File: src/rtl/axi_resp_pkg.sv
// ============================================================================
// axi_resp_pkg : AXI RRESP encodings and R-beat payload width helper
// Rev 1.0
// ============================================================================
`default_nettype none

package axi_resp_pkg;

   localparam logic [1:0] RESP_OKAY   = 2'b00;
   localparam logic [1:0] RESP_EXOKAY = 2'b01;
   localparam logic [1:0] RESP_SLVERR = 2'b10;
   localparam logic [1:0] RESP_DECERR = 2'b11;

   // Packed layout: {data, resp[1:0], last, id, user}
   function automatic int r_payload_width(input int data_w, input int id_w, input int user_w);
      return data_w + 2 + 1 + id_w + user_w;
   endfunction

endpackage

`default_nettype wire

File: src/rtl/r_buffer_fifo.sv
// ============================================================================
// r_buffer_fifo : generic synchronous FIFO, power-of-two depth
// Rev 1.0
// ============================================================================
`default_nettype none

module r_buffer_fifo #(
   parameter int WIDTH = 8,
   parameter int DEPTH = 4,
   localparam int PTR_W = $clog2(DEPTH),
   localparam int CNT_W = $clog2(DEPTH + 1)
) (
   input  logic             clk_i,
   input  logic             rst_i,
   input  logic             push_i,
   input  logic             pop_i,
   input  logic [WIDTH-1:0] wdata_i,
   output logic [WIDTH-1:0] rdata_o,
   output logic [CNT_W-1:0] count_o,
   output logic             full_o,
   output logic             empty_o
);

   logic [WIDTH-1:0] mem_q [DEPTH];
   logic [PTR_W-1:0] wr_ptr_q, wr_ptr_d;
   logic [PTR_W-1:0] rd_ptr_q, rd_ptr_d;
   logic [CNT_W-1:0] count_q, count_d;
   logic             push_ok;
   logic             pop_ok;

   assign full_o  = (count_q == CNT_W'(DEPTH));
   assign empty_o = (count_q == '0);
   assign push_ok = push_i & ~full_o;
   assign pop_ok  = pop_i & ~empty_o;
   assign rdata_o = mem_q[rd_ptr_q];
   assign count_o = count_q;

   // Pointers wrap naturally because DEPTH is a power of two
   always_comb begin
      wr_ptr_d = wr_ptr_q;
      rd_ptr_d = rd_ptr_q;
      count_d  = count_q;
      if (push_ok) wr_ptr_d = wr_ptr_q + PTR_W'(1);
      if (pop_ok)  rd_ptr_d = rd_ptr_q + PTR_W'(1);
      case ({push_ok, pop_ok})
         2'b10:   count_d = count_q + CNT_W'(1);
         2'b01:   count_d = count_q - CNT_W'(1);
         default: count_d = count_q;
      endcase
   end

   always_ff @(posedge clk_i) begin
      if (rst_i) begin
         for (int i = 0; i < DEPTH; i++) mem_q[i] <= '0;
         wr_ptr_q <= '0;
         rd_ptr_q <= '0;
         count_q  <= '0;
      end else begin
         if (push_ok) mem_q[wr_ptr_q] <= wdata_i;
         wr_ptr_q <= wr_ptr_d;
         rd_ptr_q <= rd_ptr_d;
         count_q  <= count_d;
      end
   end

endmodule

`default_nettype wire

File: src/rtl/slave_r_buffer_i.sv
// ============================================================================
// slave_r_buffer_i : AXI4 R-channel return buffer with sticky error and burst count
// Rev 1.0
// ============================================================================
`default_nettype none

module slave_r_buffer_i
   import axi_resp_pkg::*;
#(
   parameter int DATA_WIDTH = 64,
   parameter int ID_WIDTH   = 16,
   parameter int USER_WIDTH = 10,
   parameter int BUFF_DEPTH = 4,
   localparam int CNT_W     = $clog2(BUFF_DEPTH + 1)
) (
   input  logic                  clk_i,
   input  logic                  rst_i,
   input  logic                  master_valid_i,
   input  logic [DATA_WIDTH-1:0] master_data_i,
   input  logic [1:0]            master_resp_i,
   input  logic                  master_last_i,
   input  logic [ID_WIDTH-1:0]   master_id_i,
   input  logic [USER_WIDTH-1:0] master_user_i,
   output logic                  master_ready_o,
   output logic                  slave_valid_o,
   output logic [DATA_WIDTH-1:0] slave_data_o,
   output logic [1:0]            slave_resp_o,
   output logic                  slave_last_o,
   output logic [ID_WIDTH-1:0]   slave_id_o,
   output logic [USER_WIDTH-1:0] slave_user_o,
   input  logic                  slave_ready_i,
   output logic [CNT_W-1:0]      count_o,
   output logic                  err_o,
   input  logic                  err_clr_i,
   output logic [15:0]           bursts_done_o
);

   localparam int PAY_W = r_payload_width(DATA_WIDTH, ID_WIDTH, USER_WIDTH);

   logic [PAY_W-1:0] wdata;
   logic [PAY_W-1:0] rdata;
   logic             full;
   logic             empty;
   logic             push;
   logic             pop;
   logic             rdy_en_q;
   logic             err_q, err_d;
   logic [15:0]      bursts_q, bursts_d;

   // Ready comes only from registered state, never from slave_ready_i
   assign master_ready_o = rdy_en_q & ~full;
   assign slave_valid_o  = ~empty;
   assign push           = master_valid_i & master_ready_o;
   assign pop            = slave_valid_o & slave_ready_i;

   assign wdata = {master_data_i, master_resp_i, master_last_i, master_id_i, master_user_i};
   assign {slave_data_o, slave_resp_o, slave_last_o, slave_id_o, slave_user_o} = rdata;

   r_buffer_fifo #(
      .WIDTH (PAY_W),
      .DEPTH (BUFF_DEPTH)
   ) u_fifo (
      .clk_i   (clk_i),
      .rst_i   (rst_i),
      .push_i  (push),
      .pop_i   (pop),
      .wdata_i (wdata),
      .rdata_o (rdata),
      .count_o (count_o),
      .full_o  (full),
      .empty_o (empty)
   );

   // A set in the same cycle as a clear takes priority
   always_comb begin
      err_d    = err_q;
      bursts_d = bursts_q;
      if (err_clr_i) err_d = 1'b0;
      if (push && (master_resp_i == RESP_SLVERR || master_resp_i == RESP_DECERR)) err_d = 1'b1;
      if (pop && slave_last_o) bursts_d = bursts_q + 16'd1;
   end

   always_ff @(posedge clk_i) begin
      if (rst_i) begin
         rdy_en_q <= 1'b0;
         err_q    <= 1'b0;
         bursts_q <= '0;
      end else begin
         rdy_en_q <= 1'b1;
         err_q    <= err_d;
         bursts_q <= bursts_d;
      end
   end

   assign err_o         = err_q;
   assign bursts_done_o = bursts_q;

endmodule

`default_nettype wire
File: config.mk
export PLATFORM = sky130hd
export DESIGN_NAME = slave_r_buffer_i
export DESIGN_NICKNAME = d
export VERILOG_FILES = /design/src/rtl/axi_resp_pkg.sv /design/src/rtl/r_buffer_fifo.sv /design/src/rtl/slave_r_buffer_i.sv
export SDC_FILE = /design/constraint.sdc
export NUM_CORES = 1
export LEC_CHECK = 0
export BUFFER_PORTS_ARGS = -buffer_cell sky130_fd_sc_hd__buf_2
export CORE_ASPECT_RATIO = 1.2
export CORE_MARGIN = 2
export CORE_UTILIZATION = 62
export DETAILED_ROUTE_END_ITERATION = 8
export PLACE_DENSITY = 0.85
export SYNTH_ARGS = -nofsm -noshare
export SYNTH_HDL_FRONTEND = slang
export SYNTH_SLANG_ARGS = --single-unit
export TNS_END_PERCENT = 50
File: constraint.sdc
create_clock -name clk_i -period 14.25 [get_ports clk_i]
set_input_delay 0 -clock clk_i [delete_from_list [all_inputs] [get_ports clk_i]]
set_output_delay 0 -clock clk_i [all_outputs]
set_load 0.03 [all_outputs]
==> results_dict.tcl, run 1 <==
set metrics [dict create \
    numCtsBuffers 39 \
    comb_power_share 0.234 \
    setup.worst_path.end_class "flop" \
    detailedRoute.firstPassIterationCount 5 \
    dr_total_vias 10355 \
    dieHeight_um 184 \
    crit-reg2reg-capture "u_fifo.mem_q[0][34]" \
    synth_async_sr_flop_share 0 \
    grt_pass1_wl_mm 58.3 \
    ctsResizeCount 0 \
    cts_setup_buffers 0 \
    tritoncts "built" \
    maximum_number_of_pins_on_one_net_before_global_route_repair 94 \
    drive_above_1_share 0.267 \
    critical_path.cell_chain "or3b_1 > nand3_1 > nor4_4 > or2_4 > buf_4" \
    netlist_area_um2 16700 \
    critical_path.max_fanout 50 \
    clock-root-buffer "clkbuf_16" \
    period_share 0.214 \
    ir_drop_worst_case_vdd_uv 99.1 \
    ff2ff_path_depth 5 \
    synthFlopType "edfxtp_1" \
    floorplan.core_area_um2 26400 \
    internal_mw 2.23 \
    cp-start-kind "flop" \
    synth_edf_count 372 \
    top_level_ports 213 \
    detail_route.wirelength_mm 38.2 \
    vias_per_cell 5.77 \
    drv.max_cap_violation_count 0 \
    slew-limit-headroom 0.318 \
    areal_power_density_over_the_cells_nw_per_um2 156 \
    clockPowerShare 0.317 \
    instances_no_fill 1795 \
    max_stage_delay_ps 730 \
    cts-htree-levels 2 \
    drt_iter0_markers 813 \
    cts.hold.buffers_added 97 \
    overflow 0 \
    filler_cell_count 1444 \
    cts.sinks 399 \
    status "complete, no violations" \
    die_area_um2 28300 \
    number_of_antenna_violations_at_the_first_check_in_global_routing 3 \
    detail_route.drc_violations 0 \
    finalWeightedCongestion 0.756 \
    initial_cell_density_of_the_core 0.632 \
    power_switching_share 0.297 \
    holdPathEnd "bursts_done_o[1]" \
    critical_path.slowest_cell "buf_4" \
    placed_cells 1626 \
    mostFrequentLayoutCells "edfxtp_1, buf_2, nor2_1" \
    critical_path.top_delay_family "simple AND/OR/NAND/NOR gates" \
    postSynthRegisterBits 399 \
    min_delay_path_depth 4 \
    avgSynthCellArea_um2 14.8 \
    io_buffer_count 212 \
    cp_num_buf_inv 1 \
    seq_power_share 0.448 \
    worstPathRequired_ps 14390 \
    worstReg2RegStart "u_fifo.count_o[0]" \
    grt_setup_unrepaired "no" \
    final_common_cell "edfxtp_1" \
    route.antenna.remaining_nets 0 \
    slew_viol_final 0 \
    routed_wire_length_per_instance_um 21.3 \
    setup-violations-final 0 \
    finalNetCount 1530 \
    worst-endpoint-arrival_ps 3180 \
    leakage_power_nw 8.20 \
    finalSetupTns_ps 0 \
    yosysUniqueCellTypes 34 \
    timing_hold_violations_final 0 \
    hold_path_startpoint "slave_ready_i" \
    fmaxAchievable_mhz 328 \
    synth_seq_area_share 0.701 \
    yosys_warnings 0 \
    synth_nets 1232 \
    insertion_delay_ps 520 \
    first_global_vias 11007 \
    p_switching_mw 0.939 \
    grtUsageTotal 0.271 \
    skew_ps 14.4 \
    syn_to_final_growth_pct 21.6 \
    clock_pin_slew_reported_for_the_worst_setup_and_hold_paths_after_clock_tree_synthesis_ps 60 \
    floorplan.rows 65 \
    criticalPathCategory "reg -> reg" \
    clock_path_buffers 3 \
    reg2reg_slack_ps 11200 \
    final.min_clock_period_ps 3050 \
    worstMarginPinSlew_ps 1020 \
    gate_count_after_technology_mapping 1131 \
    die-width_um 154 \
    min-delay-path-class "in -> reg" \
    dp.final_hpwl_mm 20.3 \
]
## synthesized netlist by cell type (all sizes together) (3+ instances only)
library cell | instances | area share
a21oi | 11 | 0.0033
and2 | 94 | 0.035
and3 | 3 | 0.0011
and4 | 3 | 0.0016
buf | 15 | 0.0044
clkbuf | 51 | 0.011
dfxtp | 27 | 0.032
edfxtp | 372 | 0.67
inv | 100 | 0.022
mux4 | 93 | 0.13
nand2 | 102 | 0.023
nand3 | 8 | 0.0027
nand4 | 5 | 0.0022
nor2 | 202 | 0.045
o21ai | 8 | 0.0024
o31ai | 4 | 0.0018
or3 | 6 | 0.0022
or4 | 4 | 0.0018
xor2 | 10 | 0.0052
## final cells by class
| cell class | count | area [um2] | share of cell area |
|---|---|---|---|
| sequential | 399 | 11700 | 0.577 |
| multi-input combinational | 566 | 4420 | 0.218 |
| timing repair buffer | 323 | 2140 | 0.105 |
| clock buffer | 53 | 1100 | 0.0543 |
| tap | 335 | 419 | 0.0206 |
| inverter | 100 | 375 | 0.0185 |
| clock inverter | 17 | 136 | 0.00671 |
| antenna | 2 | 5.00 | 0.000246 |
## kinds of logic after synthesis
logic type                 Yosys count  share of synthesized area
xor gates and xnor gates            12                    0.00629
buffers and inverters              166                     0.0383
adders and majority gates            3                    0.00270
AOI/OAI and AO/OA                   24                    0.00801
muxes                               94                      0.126
and+or+nand+nor                    433                      0.118
DFF                                399                      0.701
## worst register-to-register path, delay by kind of cell, from the launching register on
family	cells	cell delay, ps
AND/OR/NAND/NOR	4	1430
flip-flops	1	450
buffers and inverters	1	730
## metal layers
metal | track usage | wire, um
met5 | 0 | 13
met4 | 0.101 | 1120
met3 | 0.0490 | 2990
met2 | 0.483 | 20300
met1 | 0.336 | 13700
## through the flow
step | power [mW] | util | area, um2 | setup WS (ps) | hold WS (ps)
final | 3.17 | 0.769 | 20300 | 11200 | 82.1
after global routing | 3.26 | 0.769 | 20300 | 11000 | 103
after CTS | 3.17 | 0.768 | 20300 | 11150 | 58.6
after detailed placement | 2.16 | 0.685 | 18100 | 11180 | 249
after global placement | 2.15 | 0.685 | 18100 | 11290 | 255
after floorplan | 1.97 | - | 16700 | 6060 | 153
## how the worst max path moves through the flow
stage	start	to	slack, ps	depth (start not counted)
finish	u_fifo.count_o[0]	u_fifo.mem_q[0][34]	11200	5
global route	u_fifo.count_o[0]	u_fifo.mem_q[0][48]	11000	5
CTS	u_fifo.count_o[0]	u_fifo.mem_q[0][36]	11150	5
detailed placement	u_fifo.count_o[0]	u_fifo.mem_q[0][41]	11180	5
global placement	u_fifo.count_o[0]	u_fifo.mem_q[0][63]	11290	5
floorplan	u_fifo.count_o[0]	u_fifo.mem_q[1][0]	6060	3
## power groups by stage
stage / Sequential, mW / Clock (mW) / Combinational, mW
floorplan: 1.42 / 0 / 0.552
detailed placement: 1.44 / 0 / 0.717
finish: 1.42 / 1.00 / 0.742
global route: 1.43 / 1.06 / 0.779
CTS: 1.42 / 1.01 / 0.742
global placement: 1.44 / 0 / 0.713
## registers in the layout, summed over array words and instances (netlist names), named ones only
name	count
err_o	1
u_fifo.count_o	3
u_fifo.mem_q	372
rdy_en_q	1
u_fifo.rd_ptr_q	2
bursts_done_o	16
u_fifo.wr_ptr_q	2
(Power assumes the default switching activity.)
==> run 2, diff against run 1 <==
--- a/config.mk
+++ b/config.mk
@@ -8,9 +8,9 @@
 export BUFFER_PORTS_ARGS = -buffer_cell sky130_fd_sc_hd__buf_2
 export CORE_ASPECT_RATIO = 1.2
 export CORE_MARGIN = 2
-export CORE_UTILIZATION = 62
+export CORE_UTILIZATION = 52
 export DETAILED_ROUTE_END_ITERATION = 8
-export PLACE_DENSITY = 0.85
+export PLACE_DENSITY = 0.76
 export SYNTH_ARGS = -nofsm -noshare
 export SYNTH_HDL_FRONTEND = slang
 export SYNTH_SLANG_ARGS = --single-unit
==> constraint.sdc (replaced) <==
create_clock -name clk_i -period 2.7 [get_ports clk_i]
set_input_delay 0 -clock clk_i [delete_from_list [all_inputs] [get_ports clk_i]]
set_output_delay 0 -clock clk_i [all_outputs]
set_load 0.03 [all_outputs]
==> results_dict.tcl, run 2 (synthesis results as in run 1) <==
set metrics [dict create \
    fin_util 0.655 \
    setup.worst_path.end_class "primary output" \
    status "complete, no violations" \
    slew-limit-headroom 0.324 \
    finalNetCount 1542 \
    instances_no_fill 1875 \
    criticalPathCategory "reg -> out" \
    postLayoutSetupSlackWorst_ps 334 \
    clock_path_buffers 3 \
    final.min_clock_period_ps 2370 \
    overflow 0 \
    areal_power_density_over_the_cells_nw_per_um2 806 \
    ir_drop_worst_case_vdd_uv 784 \
    clock_pin_slew_reported_for_the_worst_setup_and_hold_paths_after_clock_tree_synthesis_ps 60 \
    timing_hold_violations_final 0 \
    numCtsBuffers 40 \
    skew_ps 17.3 \
    post_place_setup_slack_ps 445 \
    drv.max_cap_violation_count 0 \
    detailedRoute.firstPassIterationCount 5 \
    insertion_delay_ps 530 \
    vias_per_cell 5.39 \
    floorplan.rows 71 \
    max_flop_register "u_fifo.mem_q" \
    setup-violations-final 0 \
    period_share 0.876 \
    detailed_place.area_um2 18500 \
    dieHeight_um 200 \
    cts-htree-levels 2 \
    cp-start-kind "flop" \
    leakage_power_nw 8.30 \
    grtUsageTotal 0.221 \
    finalSetupTns_ps 0 \
    grt_pass1_wl_mm 57.3 \
    die_area_um2 33600 \
    placed_cells 1703 \
    first_global_vias 10848 \
    cts.sinks 399 \
    drt_iter0_markers 796 \
    mostFrequentLayoutCells "edfxtp_1, buf_2, nor2_1" \
    cts_setup_buffers 0 \
    die-width_um 168 \
    maximum_number_of_pins_on_one_net_before_global_route_repair 94 \
    power_mw 16.6 \
    worstPathRequired_ps 2700 \
    final_area_um2 20700 \
    worstMarginPinSlew_ps 1010 \
    ctsResizeCount 0 \
    min-delay-path-class "in -> reg" \
    fmaxAchievable_mhz 423 \
    critical_path.max_fanout 92 \
    top_level_ports 213 \
    dp.final_hpwl_mm 19.7 \
    worst-endpoint-arrival_ps 2370 \
    final_common_cell "edfxtp_1" \
    initial_cell_density_of_the_core 0.530 \
    grt_setup_unrepaired "no" \
    io_buffer_count 212 \
    clock-root-buffer "clkbuf_16" \
    slew_viol_final 0 \
    number_of_antenna_violations_at_the_first_check_in_global_routing 1 \
    filler_cell_count 2219 \
    dr_total_vias 10113 \
    tritoncts "built" \
    routed_wire_length_per_instance_um 19.6 \
    detail_route.drc_violations 0 \
    route.antenna.remaining_nets 0 \
    drive_above_1_share 0.273 \
    fin_worst_hold_slack_ps 73.8 \
    syn_to_final_growth_pct 23.6 \
    largest_register_ffs 372 \
    floorplan.core_area_um2 31500 \
    finalWeightedCongestion 0.769 \
    detail_route.wirelength_mm 36.7 \
]
-- run 2: cell type report --
type                       instances  area, um2  share of cell area
antenna                            1       2.50            0.000121
clock buffer                      47       1050              0.0508
clock inverter                    27        181             0.00878
inverter                         100        375              0.0182
multi-input combinational        566       4440               0.215
sequential                       399      11700               0.568
tap                              401        502              0.0243
timing repair buffer             334       2380               0.115
-- run 2: power by group --
part / switching, mW / internal (mW)
clock network: 2.23 / 2.97
logic: 2.55 / 1.58
registers: 0.137 / 7.17
total: 4.92 / 11.7
-- run 2: per-layer routing --
layer	routed length, um	vias to the layer above	global-route usage
met5	0	-	0
li1	-	4653	-
met2	19300	347	0.394
met1	14100	5056	0.268
met4	959	0	0.0814
met3	2310	57	0.0415
-- run 2: worst paths after layout --
kind                            slack (ps)                end               from  cells past startpoint
worst max-delay path                   330   slave_data_o[41]               flop                      3
worst min-delay path                    70   bursts_done_o[1]      slave_ready_i                      5
worst max register to register         430  u_fifo.count_o[2]  u_fifo.count_o[0]                      8
worst min register to register         500  bursts_done_o[14]  bursts_done_o[14]                      2
-- run 2: what timing repair did --
item,in CTS,in global routing
hold buffers,97,0
setup endpoints to repair,0,0
hold endpoints to repair,392,0
-- run 2: critical path, cell delays in order, from the launching register on --
cell	delay (ps)
dfxtp_4	360
buf_12	610
mux4_2	620
buf_2	200
